<file path="src/rtl/sram_rw_ctrl.sv">
// sram_rw_ctrl: zero-fills a lane-masked single-port SRAM after reset, then arbitrates write-priority read/write channels onto its RW port
//   clock, reset            : rising-edge clock, asynchronous active-high reset
//   w_valid/w_ready/w_addr/w_mask/w_data : write request channel
//   r_valid/r_ready/r_addr  : read request channel
//   r_resp_valid/r_resp_data: read response pulse and held read data
//   init_done               : zero-fill complete
//   sram_*                  : SRAM RW port (rdata valid the cycle after a read enable)
module sram_rw_ctrl #(
  parameter int DEPTH  = 256,
  parameter int ADDR_W = 8,
  parameter int LANES  = 10,
  parameter int LANE_W = 34,
  parameter int DATA_W = LANES * LANE_W
) (
  input  logic              clock,
  input  logic              reset,
  input  logic              w_valid,
  output logic              w_ready,
  input  logic [ADDR_W-1:0] w_addr,
  input  logic [LANES-1:0]  w_mask,
  input  logic [DATA_W-1:0] w_data,
  input  logic              r_valid,
  output logic              r_ready,
  input  logic [ADDR_W-1:0] r_addr,
  output logic              r_resp_valid,
  output logic [DATA_W-1:0] r_resp_data,
  output logic              init_done,
  output logic              sram_en,
  output logic              sram_wmode,
  output logic [ADDR_W-1:0] sram_addr,
  output logic [LANES-1:0]  sram_wmask,
  output logic [DATA_W-1:0] sram_wdata,
  input  logic [DATA_W-1:0] sram_rdata
);
  typedef enum logic {INIT, RUN} state_t;
  state_t state;
  logic [ADDR_W-1:0] cnt;
  logic [DATA_W-1:0] hold;
  logic pend, init_wr, w_acc, r_acc;
  // the fill port stays quiet while reset is held so the port is idle out of reset
  assign init_wr = (state == INIT) && !reset;
  assign w_ready = state == RUN;
  assign r_ready = (state == RUN) && !w_valid;
  assign w_acc = w_valid && w_ready;
  assign r_acc = r_valid && r_ready;
  assign sram_en = init_wr || w_acc || r_acc;
  assign sram_wmode = init_wr || w_acc;
  assign sram_addr = init_wr ? cnt : w_acc ? w_addr : r_acc ? r_addr : '0;
  assign sram_wmask = init_wr ? '1 : w_acc ? w_mask : '0;
  assign sram_wdata = w_acc ? w_data : '0;
  assign r_resp_valid = pend;
  // the response cycle shows the macro output directly; the copy held afterwards is immune to later writes
  assign r_resp_data = pend ? sram_rdata : hold;
  always_ff @(posedge clock or posedge reset) begin
    if (reset) begin
      state <= INIT;
      cnt <= '0;
      init_done <= 1'b0;
      pend <= 1'b0;
      hold <= '0;
    end else begin
      if (state == INIT) begin
        cnt <= cnt + 1'b1;
        if (cnt == ADDR_W'(DEPTH - 1)) begin
          state <= RUN;
          init_done <= 1'b1;
        end
      end
      pend <= r_acc;
      if (pend) hold <= sram_rdata;
    end
  end
endmodule

</file>
<file path="config.mk">
export PLATFORM = sky130hd
export DESIGN_NAME = sram_rw_ctrl
export DESIGN_NICKNAME = d
export VERILOG_FILES = /design/src/rtl/sram_rw_ctrl.sv
export SDC_FILE = /design/constraint.sdc
export NUM_CORES = 1
export LEC_CHECK = 0
export CORE_AREA = 2 2 556 558
export DETAILED_ROUTE_END_ITERATION = 10
export DIE_AREA = 0 0 558 560
export HOLD_SLACK_MARGIN = 0.08
export PLACE_DENSITY = 0.3
export SYNTH_ARGS = -nofsm -noshare
export SYNTH_HDL_FRONTEND = slang
export SYNTH_SLANG_ARGS = --single-unit
</file>
<file path="constraint.sdc">
create_clock -name clock -period 11.3 [get_ports clock]
set_input_delay 1.695 -clock clock [delete_from_list [all_inputs] [get_ports clock]]
set_output_delay 1.695 -clock clock [all_outputs]
set_load 0.005 [all_outputs]
</file>
==> summary by stage, run 1 <==
Critical path
Walking the worst path, the cells encountered are clkdlybuf4s50_1, and3b_1, a221oi_1, buf_4, nor2_1, clkdlybuf4s50_1. The worst reg2reg path depth is 3. The critical-path cell with the highest stage delay is sky130_fd_sc_hd__and3b_1. On the worst path, the slowest cell contributes a delay of between 700 and 800 ps.

Data on the critical path is required at its endpoint by approximately 9600 ps. In this design, the critical path's most frequently occurring cell is sky130_fd_sc_hd__clkdlybuf4s50_1. The largest fanout on the critical path is 10. In this run the critical register-to-register path is launched from r_resp_valid$_DFF_PP0_. Data on the critical path arrives at its endpoint at around 4400 ps.

STA classifies the critical path endpoint as an output pin. The kind of launch point of the worst setup path is an input port. In this run the register-to-register setup slack is between 7000 and 8000 ps. The worst register-to-register path ends at hold[300]$_DFF_PP0_. By startpoint and endpoint, the worst setup path is classified as input port to output pin.

Logic synthesis
The post-synth design cell area is 0.0159 mm2. The simple-gate share of the synthesized area is between 10 and 15%. The number of warning messages in the yosys log is 0. After synthesis, the largest family of logic cells by area is multiplexers. Synthesis inferred about 350 register bits. The number of different library cells used by synthesis comes to 26. The portion of the post-synthesis area used by sequential elements is a little under three fifths. The portion of synthesized area spent on multiplexers is about a quarter. Of the total synthesized cell area, the portion taken by XOR and XNOR cells is less than 1%. The adder-cell share of the synthesized area is 0.0786%. The number of nets in the synthesized netlist is 1937.

The average footprint of a synthesized cell is approximately 13 um2. The compound-gate portion of the synthesized area is less than 1%. The count of mapped cells out of synthesis is between 1000 and 1500.

CTS
The clock edge transition at the registers on the reported setup and hold paths is 50 ps. The clock drives between 300 and 400 sinks. The number of clock buffers added by TritonCTS is 52. After clock tree synthesis, the repair step resized 0 gates. TritonCTS built the clock tree. The clock reaches the later pin of the worst-skew pair after 680 ps.

The hold buffer count at CTS is 0. The buffer depth of the longest clock path is 3. The cell sitting at the root of the clock tree is a sky130_fd_sc_hd__clkbuf_16. The H-tree depth is 2. In this run the post-CTS setup repair buffer count came out at 0.

Floorplan
The die is ~560 um wide. In this run the core area contains between 200 and 250 standard-cell rows. Measured along the y axis, the die boundary spans between 500 and 600 um. The die covers around 0.31 mm2. For this design the top-level I/O count stands at 1414. The starting density of the core is 5.18%. After floorplanning, the core was sized to cover between 0.3 and 0.4 mm2.

Pwr
The share of total power in the clock network is between 50% and 60%. The ratio of total power to cell area is around 91 mW/mm2. Net switching is between 20% and 30% of the power. The leakage dissipation is ~0.015 uW. Of the total power, registers draw between 30% and 40%.

Combinational logic is responsible for a little under an eighth of the overall power. The cell-internal power is around 2500 uW. In this run the power spent charging and discharging nets is between 800 and 900 uW.

The maximum VDD drop is slightly below 0.09 mV.

Drt
The detailed router finished its first iteration with between 600 and 700 violations. The per-cell via count in the routed design is between 2 and 3. After detailed routing, the number of remaining DRC violations is 0.

The routed length per instance is about 26 um. The count of nets left with antenna violations once routing finished came out at 0. The final route contains 17220 vias. The number of iterations in the first detailed-routing pass is 4. The total length of routed wires is between 150 and 200 mm.

Final layout
The post-route netlist has between 10% and 20% of its cells at a drive strength greater than 1. The final core utilization is about an eighth. The library cells used most frequently in the layout, excluding fill and tap cells, are sky130_fd_sc_hd__clkdlybuf4s50_1, sky130_fd_sc_hd__dfrtp_1, sky130_fd_sc_hd__and3_1. Leaving out fill and tap cells, the most frequent cell in the layout is sky130_fd_sc_hd__clkdlybuf4s50_1. The net count of the finished layout is 3302.

The synthesis-to-layout area growth is 129%.

Hold path
The capture endpoint of the worst hold path is hold[54]$_DFF_PP0_. The class of the most critical hold timing path is flip-flop to flip-flop. The instance count along the most critical hold path is 1. The start point of the worst hold path is hold[54]$_DFF_PP0_.

Status
The flow ran to the end, and the final reports show no timing, DRC or antenna violations.

Timing
The maximum clock frequency is 164 MHz. The number of hold violations in the final report was 0. Setup repair after global routing left no endpoint under its margin. The post-route clock skew is around 43 ps. The count of pins over their slew limit is 0.

For the pin with the worst max-slew slack, the measured transition is roughly 1200 ps. The relative max-transition margin is a little over a fifth. In the final timing run, aggregate negative setup slack is 0 ps.

The setup violation total in the final timing report is 0. The worst path uses between 50% and 60% of the clock period. The minimum period implied by the final worst setup slack is 6090 ps.

The tightest hold path in the finished design has a slack of 478 ps.

Global route
The sum of overflow across all layers after global routing is 0. The number of antenna violations at the first check in global routing was between 150 and 200. The first global-routing pass estimated ~220 mm of wire. The number of global-route vias before repair is 18109. Entering global routing, the biggest net connects between 100 and 150 pins. The overall fraction of global-route tracks in use is 11.0%.

Job
The reported max-cap violation count is 0.

Placement
At the end of routability-driven placement, the weighted congestion stood at 0.955. The detailed-placement wirelength estimate is approximately 150 mm. The count of input and output buffers is ~1400.
synth_stat cells, drive strengths merged:
cell / instances / area, um2
or3: 1 / 6.26
xnor2: 4 / 35.0
and3: 341 / 2130
nand2: 23 / 86.3
and2: 1 / 8.76
and3b: 1 / 8.76
o21bai: 1 / 7.51
nor3b: 1 / 7.51
nand2b: 2 / 12.5
nor3: 1 / 10.0
nor2: 18 / 67.6
inv: 2 / 7.51
nand4b: 2 / 17.5
nand3: 1 / 5.00
or2: 1 / 6.26
xor2: 3 / 26.3
mux2: 341 / 3840
buf: 52 / 492
clkbuf: 68 / 255
ha: 1 / 12.5
a221oi: 8 / 70.1
dfrtp: 351 / 8780
o31ai: 1 / 7.51
nor2b: 1 / 6.26
layer usage:
layer  global-route usage, %  wire length [um]  vias up  share of wire (%)
li1                        -                 -     7150                  -
met1                    10.8             60500     8557                 34
met2                    21.4             97000     1182                 54
met3                    3.50             14900      321                8.3
met4                    3.57              6240       10                3.5
met5                       0                61        -              0.034
area by class of cell:
| type | instances | area [um2] |
|---|---|---|
| fill | 35077 | 271000 |
| inverter | 2 | 11.3 |
| timing repair buffer | 1431 | 14300 |
| sequential | 351 | 8790 |
| antenna | 42 | 105 |
| tap | 4120 | 5150 |
| clock inverter | 17 | 161 |
| clock buffer | 81 | 1570 |
| multi-input combinational | 753 | 6380 |
cells by family after synthesis:
group	Yosys count
and+or+nand+nor	394
DFF	351
muxes	341
buffers and inverters	122
AOI/OAI and AO/OA	10
xor gates and xnor gates	7
adders and majority gates	1
sequential cells by signal, summed over array words and instances (netlist names):
name / flops
w_ready: 1
init_done: 1
hold: 340
cnt: 8
r_resp_valid: 1
stage by stage:
step	setup WS [ps]	cell area [um2]	cells	power, uW
after CTS	4790	36400	6755	3460
after global routing	4910	36500	6785	3500
after detailed placement	4790	34700	6657	1690
after floorplan	4900	15900	1226	1320
final	5210	36500	6797	3330
after global placement	4830	34700	6657	1690
power groups by stage:
stage	clock network, uW	registers [uW]	logic (uW)
finish	1680	1260	398
global route	1820	1260	419
CTS	1790	1260	413
detailed placement	0	1280	409
global placement	0	1280	414
floorplan	0	1280	36.6
worst max-delay path by stage:
stage | start | to | depth (start not counted)
floorplan | reset | cnt[0]$_DFFE_PP0N_ | 1
global placement | r_valid | sram_addr[2] | 6
detailed placement | r_valid | sram_addr[2] | 6
CTS | r_valid | sram_addr[2] | 6
global route | r_valid | sram_addr[2] | 6
finish | r_valid | sram_addr[2] | 6
critical path, delay by kind of cell:
family | cells | cell delay, ps
buffers and inverters | 3 | 1270
AND/OR/NAND/NOR | 2 | 1190
AO/OA/AOI/OAI | 1 | 240
No activity file was read; power rests on OpenSTA's default activity.
==> run 2, diff against run 1 <==
- clock period: 11.3 -> 5.55 ns (I/O delays scaled with it)
==> summary by stage, run 2 (synthesis results as in run 1) <==
CTS
The number of hold buffers added after CTS was 0. The H-tree depth is 2. CTS saw around 350 sinks.

The clock edge transition at the registers on the reported setup and hold paths is 60 ps. The later pin in the worst-skew pair is clocked with a latency of about 660 ps. The count of buffers added by post-CTS timing repair for setup is 0. The number of clock buffers added by TritonCTS is 52. The clock tree from TritonCTS is done.

Gates resized during post-CTS repair numbered 0. The CTS root buffer is sky130_fd_sc_hd__clkbuf_16. The longest clock path from root to sink contains 3 buffers.

Global route
The first global-routing pass estimated roughly 220 mm of wire. After global routing the overflow that remains totals 0. The number of global-route vias before repair is 18255. Entering global routing, the biggest net connects ~150 pins. The number of antenna violations at the first check in global routing was 163. Global routing consumed, over all layers together, 10.9% of the routing resources.

Placement
At the end of routability-driven placement, the weighted congestion stood at about 0.90. Port buffering added around 1400 buffers. The cell area after placement is between 0.03 and 0.04 mm2. The detailed-placement wirelength estimate is between 150 and 200 mm.

Final layout
In the layout the commonest cells are sky130_fd_sc_hd__clkdlybuf4s50_1, sky130_fd_sc_hd__dfrtp_1, sky130_fd_sc_hd__and3_1. The synthesis-to-layout area growth is 130%. The total number of nets in the final design is around 3300. The most common library cell in the layout ignoring fill and taps is sky130_fd_sc_hd__clkdlybuf4s50_1. The filler cell count is 35010. The final non-filler cell area is 0.0366 mm2. The register with the most flip-flops in the layout has between 300 and 400 of them. The register bank with the most flops is hold. The final core utilization is a little under an eighth. In the final layout, the share of cells above drive strength 1 is approximately 16%. The largest registers in the layout are hold: 340 flops, cnt: 8 flops.

Timing
Setup repair after global routing left no endpoint under its margin. The setup violation total in the final timing report is 0. At the pin with the least slew margin, the transition time is approximately 860 ps. The worst hold slack is between 400 and 500 ps. The clock arrives with roughly 19 ps of skew. The number of hold violations in the final report is 0. In this run the tightest slew margin relative to its limit is between 40% and 50%.

The maximum clock frequency is 236 MHz. The setup TNS after final layout is 0 ps. After layout, the minimum clock period comes to roughly 4200 ps. The part of the cycle the worst path needs is 76.3%. The count of pins over their slew limit is 0.

Floorplan
The starting density of the core is ~5.2%. The floorplan core area is 0.307 mm2. In this run the vertical extent of the chip is about 560 um. The die covers between 0.3 and 0.4 mm2. The number of rows in the core area is just over 200. The count of pins on the block boundary is 1414. The die extent in x is 558 um.

Pwr
Of the total power, registers draw approximately 38%. Combinational logic burns between 10% and 20% of the power. Dividing total power by cell area gives a power density of 185 mW/mm2.

For this design the total switching power over the nets is about 1700 uW. The maximum VDD drop is between 0.2 and 0.25 mV. The switching part of the total power is 25.2%. The clock network burns between 50% and 60% of the power. The cell-internal power is slightly above 5000 uW. Summed over all cells, the static leakage comes to about 0.015 uW.

Critical path
For this run, the slowest stage of the critical path takes 720 ps. The worst reg2reg path depth is 2. The data arrival time of the critical path is approximately 3400 ps. The critical path goes through and3b_1, a221oi_1, nor2_1, buf_4, clkdlybuf4s50_1. Among all stages on the critical path, the largest delay is contributed by sky130_fd_sc_hd__dfrtp_4. The endpoint required time on the critical path is around 4700 ps. The kind of launch point of the worst setup path is a flip-flop. The kind of end point of the critical path is an output pin. The category of the critical setup timing path is flip-flop to output pin. The internal reg-to-reg setup slack is approximately 3500 ps. The largest fanout on the critical path is 38.

The endpoint of the lowest-slack register-to-register path is hold[52]$_DFF_PP0_. The worst register-to-register path begins at r_resp_valid$_DFF_PP0_.

Status
The run finished with clean final reports.

Job
Across the run, the number of max-cap violations was 0.

Hold path
The class of the most critical hold timing path is flip-flop to flip-flop. For hold timing, the worst endpoint is hold[68]$_DFF_PP0_. Counting instances, the worst hold path has a depth of 1. The start point of the worst hold path is hold[68]$_DFF_PP0_.

Drt
The count of antenna-violating nets left after detailed routing is 0. The routed length per instance is ~26 um. For this run, design rule violations remaining after detail routing come to 0.

The number of DRC violations after detailed-routing iteration 0 is ~800. Summed over all layers, the routed wires come to 178 mm. After detailed routing, the number of vias per cell comes to around 2.5.

The uppermost layer routed is met5. The detailed-route via count is 17217. The wire length on met2 is 97.1 mm. The detailed router put a total of between 60 and 70 mm of wire on met1.

Summed over all nets, wire length on met3 after detailed routing comes to roughly 15 mm. For this run, the detailed router's first-pass iteration total came to 4.
[run 2: changes by cell type in the layout (fill, tap and decap cells not counted), sizes merged]
cell	change
clkbuf	-4
buf	+14
clkinvlp	-1
diode	-3
bufinv	+2
inv	-1
clkinv	-3
[run 2: critical path: cells and delay by family (launching register included)]
family          cells  cell delay, ps
buf+inv             2             720
simple gates        2            1020
compound gates      1             200
flops               1             720
[run 2: routing by layer]
metal,track usage [%],vias to the layer above
li1,-,7167
met1,10.8,8633
met2,21.5,1120
met3,3.60,291
met4,2.57,6
met5,0,-
[run 2: power by group through the flow]
stage / logic (uW) / registers, uW / clock network (uW)
4_1_cts: 817 / 2560 / 3640
3_3_place_gp: 817 / 2610 / 0
6_report: 795 / 2560 / 3430
2_1_floorplan: 74.5 / 2610 / 0
3_5_place_dp: 810 / 2610 / 0
5_1_grt: 836 / 2560 / 3720
[run 2: area by class of cell]
cell class,count,area [um2],share of cell area [%]
antenna,39,97.6,0.267
clock buffer,77,1540,4.20
inverter,2,11.3,0.0308
clock inverter,14,183,0.499
sequential,351,8790,24.0
tap,4120,5150,14.1
timing repair buffer,1445,14500,39.5
multi-input combinational,753,6380,17.4
[run 2: how the worst max path moves through the flow]
stage | start | endpoint | slack, ps | cells past startpoint
finish | w_ready$_DFF_PP0_ | sram_addr[2] | 1310 | 5
global route | w_ready$_DFF_PP0_ | sram_addr[2] | 950 | 5
CTS | w_ready$_DFF_PP0_ | sram_addr[2] | 860 | 5
detailed placement | reset | sram_addr[2] | 1030 | 6
global placement | reset | sram_addr[2] | 950 | 6
floorplan | reset | cnt[0]$_DFFE_PP0N_ | 20 | 1
[run 2: per-stage QoR]
stage / setup WS [ps] / std cells / power (uW)
CTS: 863 / 6762 / 7020
floorplan: 17.1 / 1226 / 2680
global placement: 946 / 6671 / 3420
finish: 1310 / 6801 / 6780
global route: 949 / 6774 / 7110
detailed placement: 1030 / 6671 / 3420
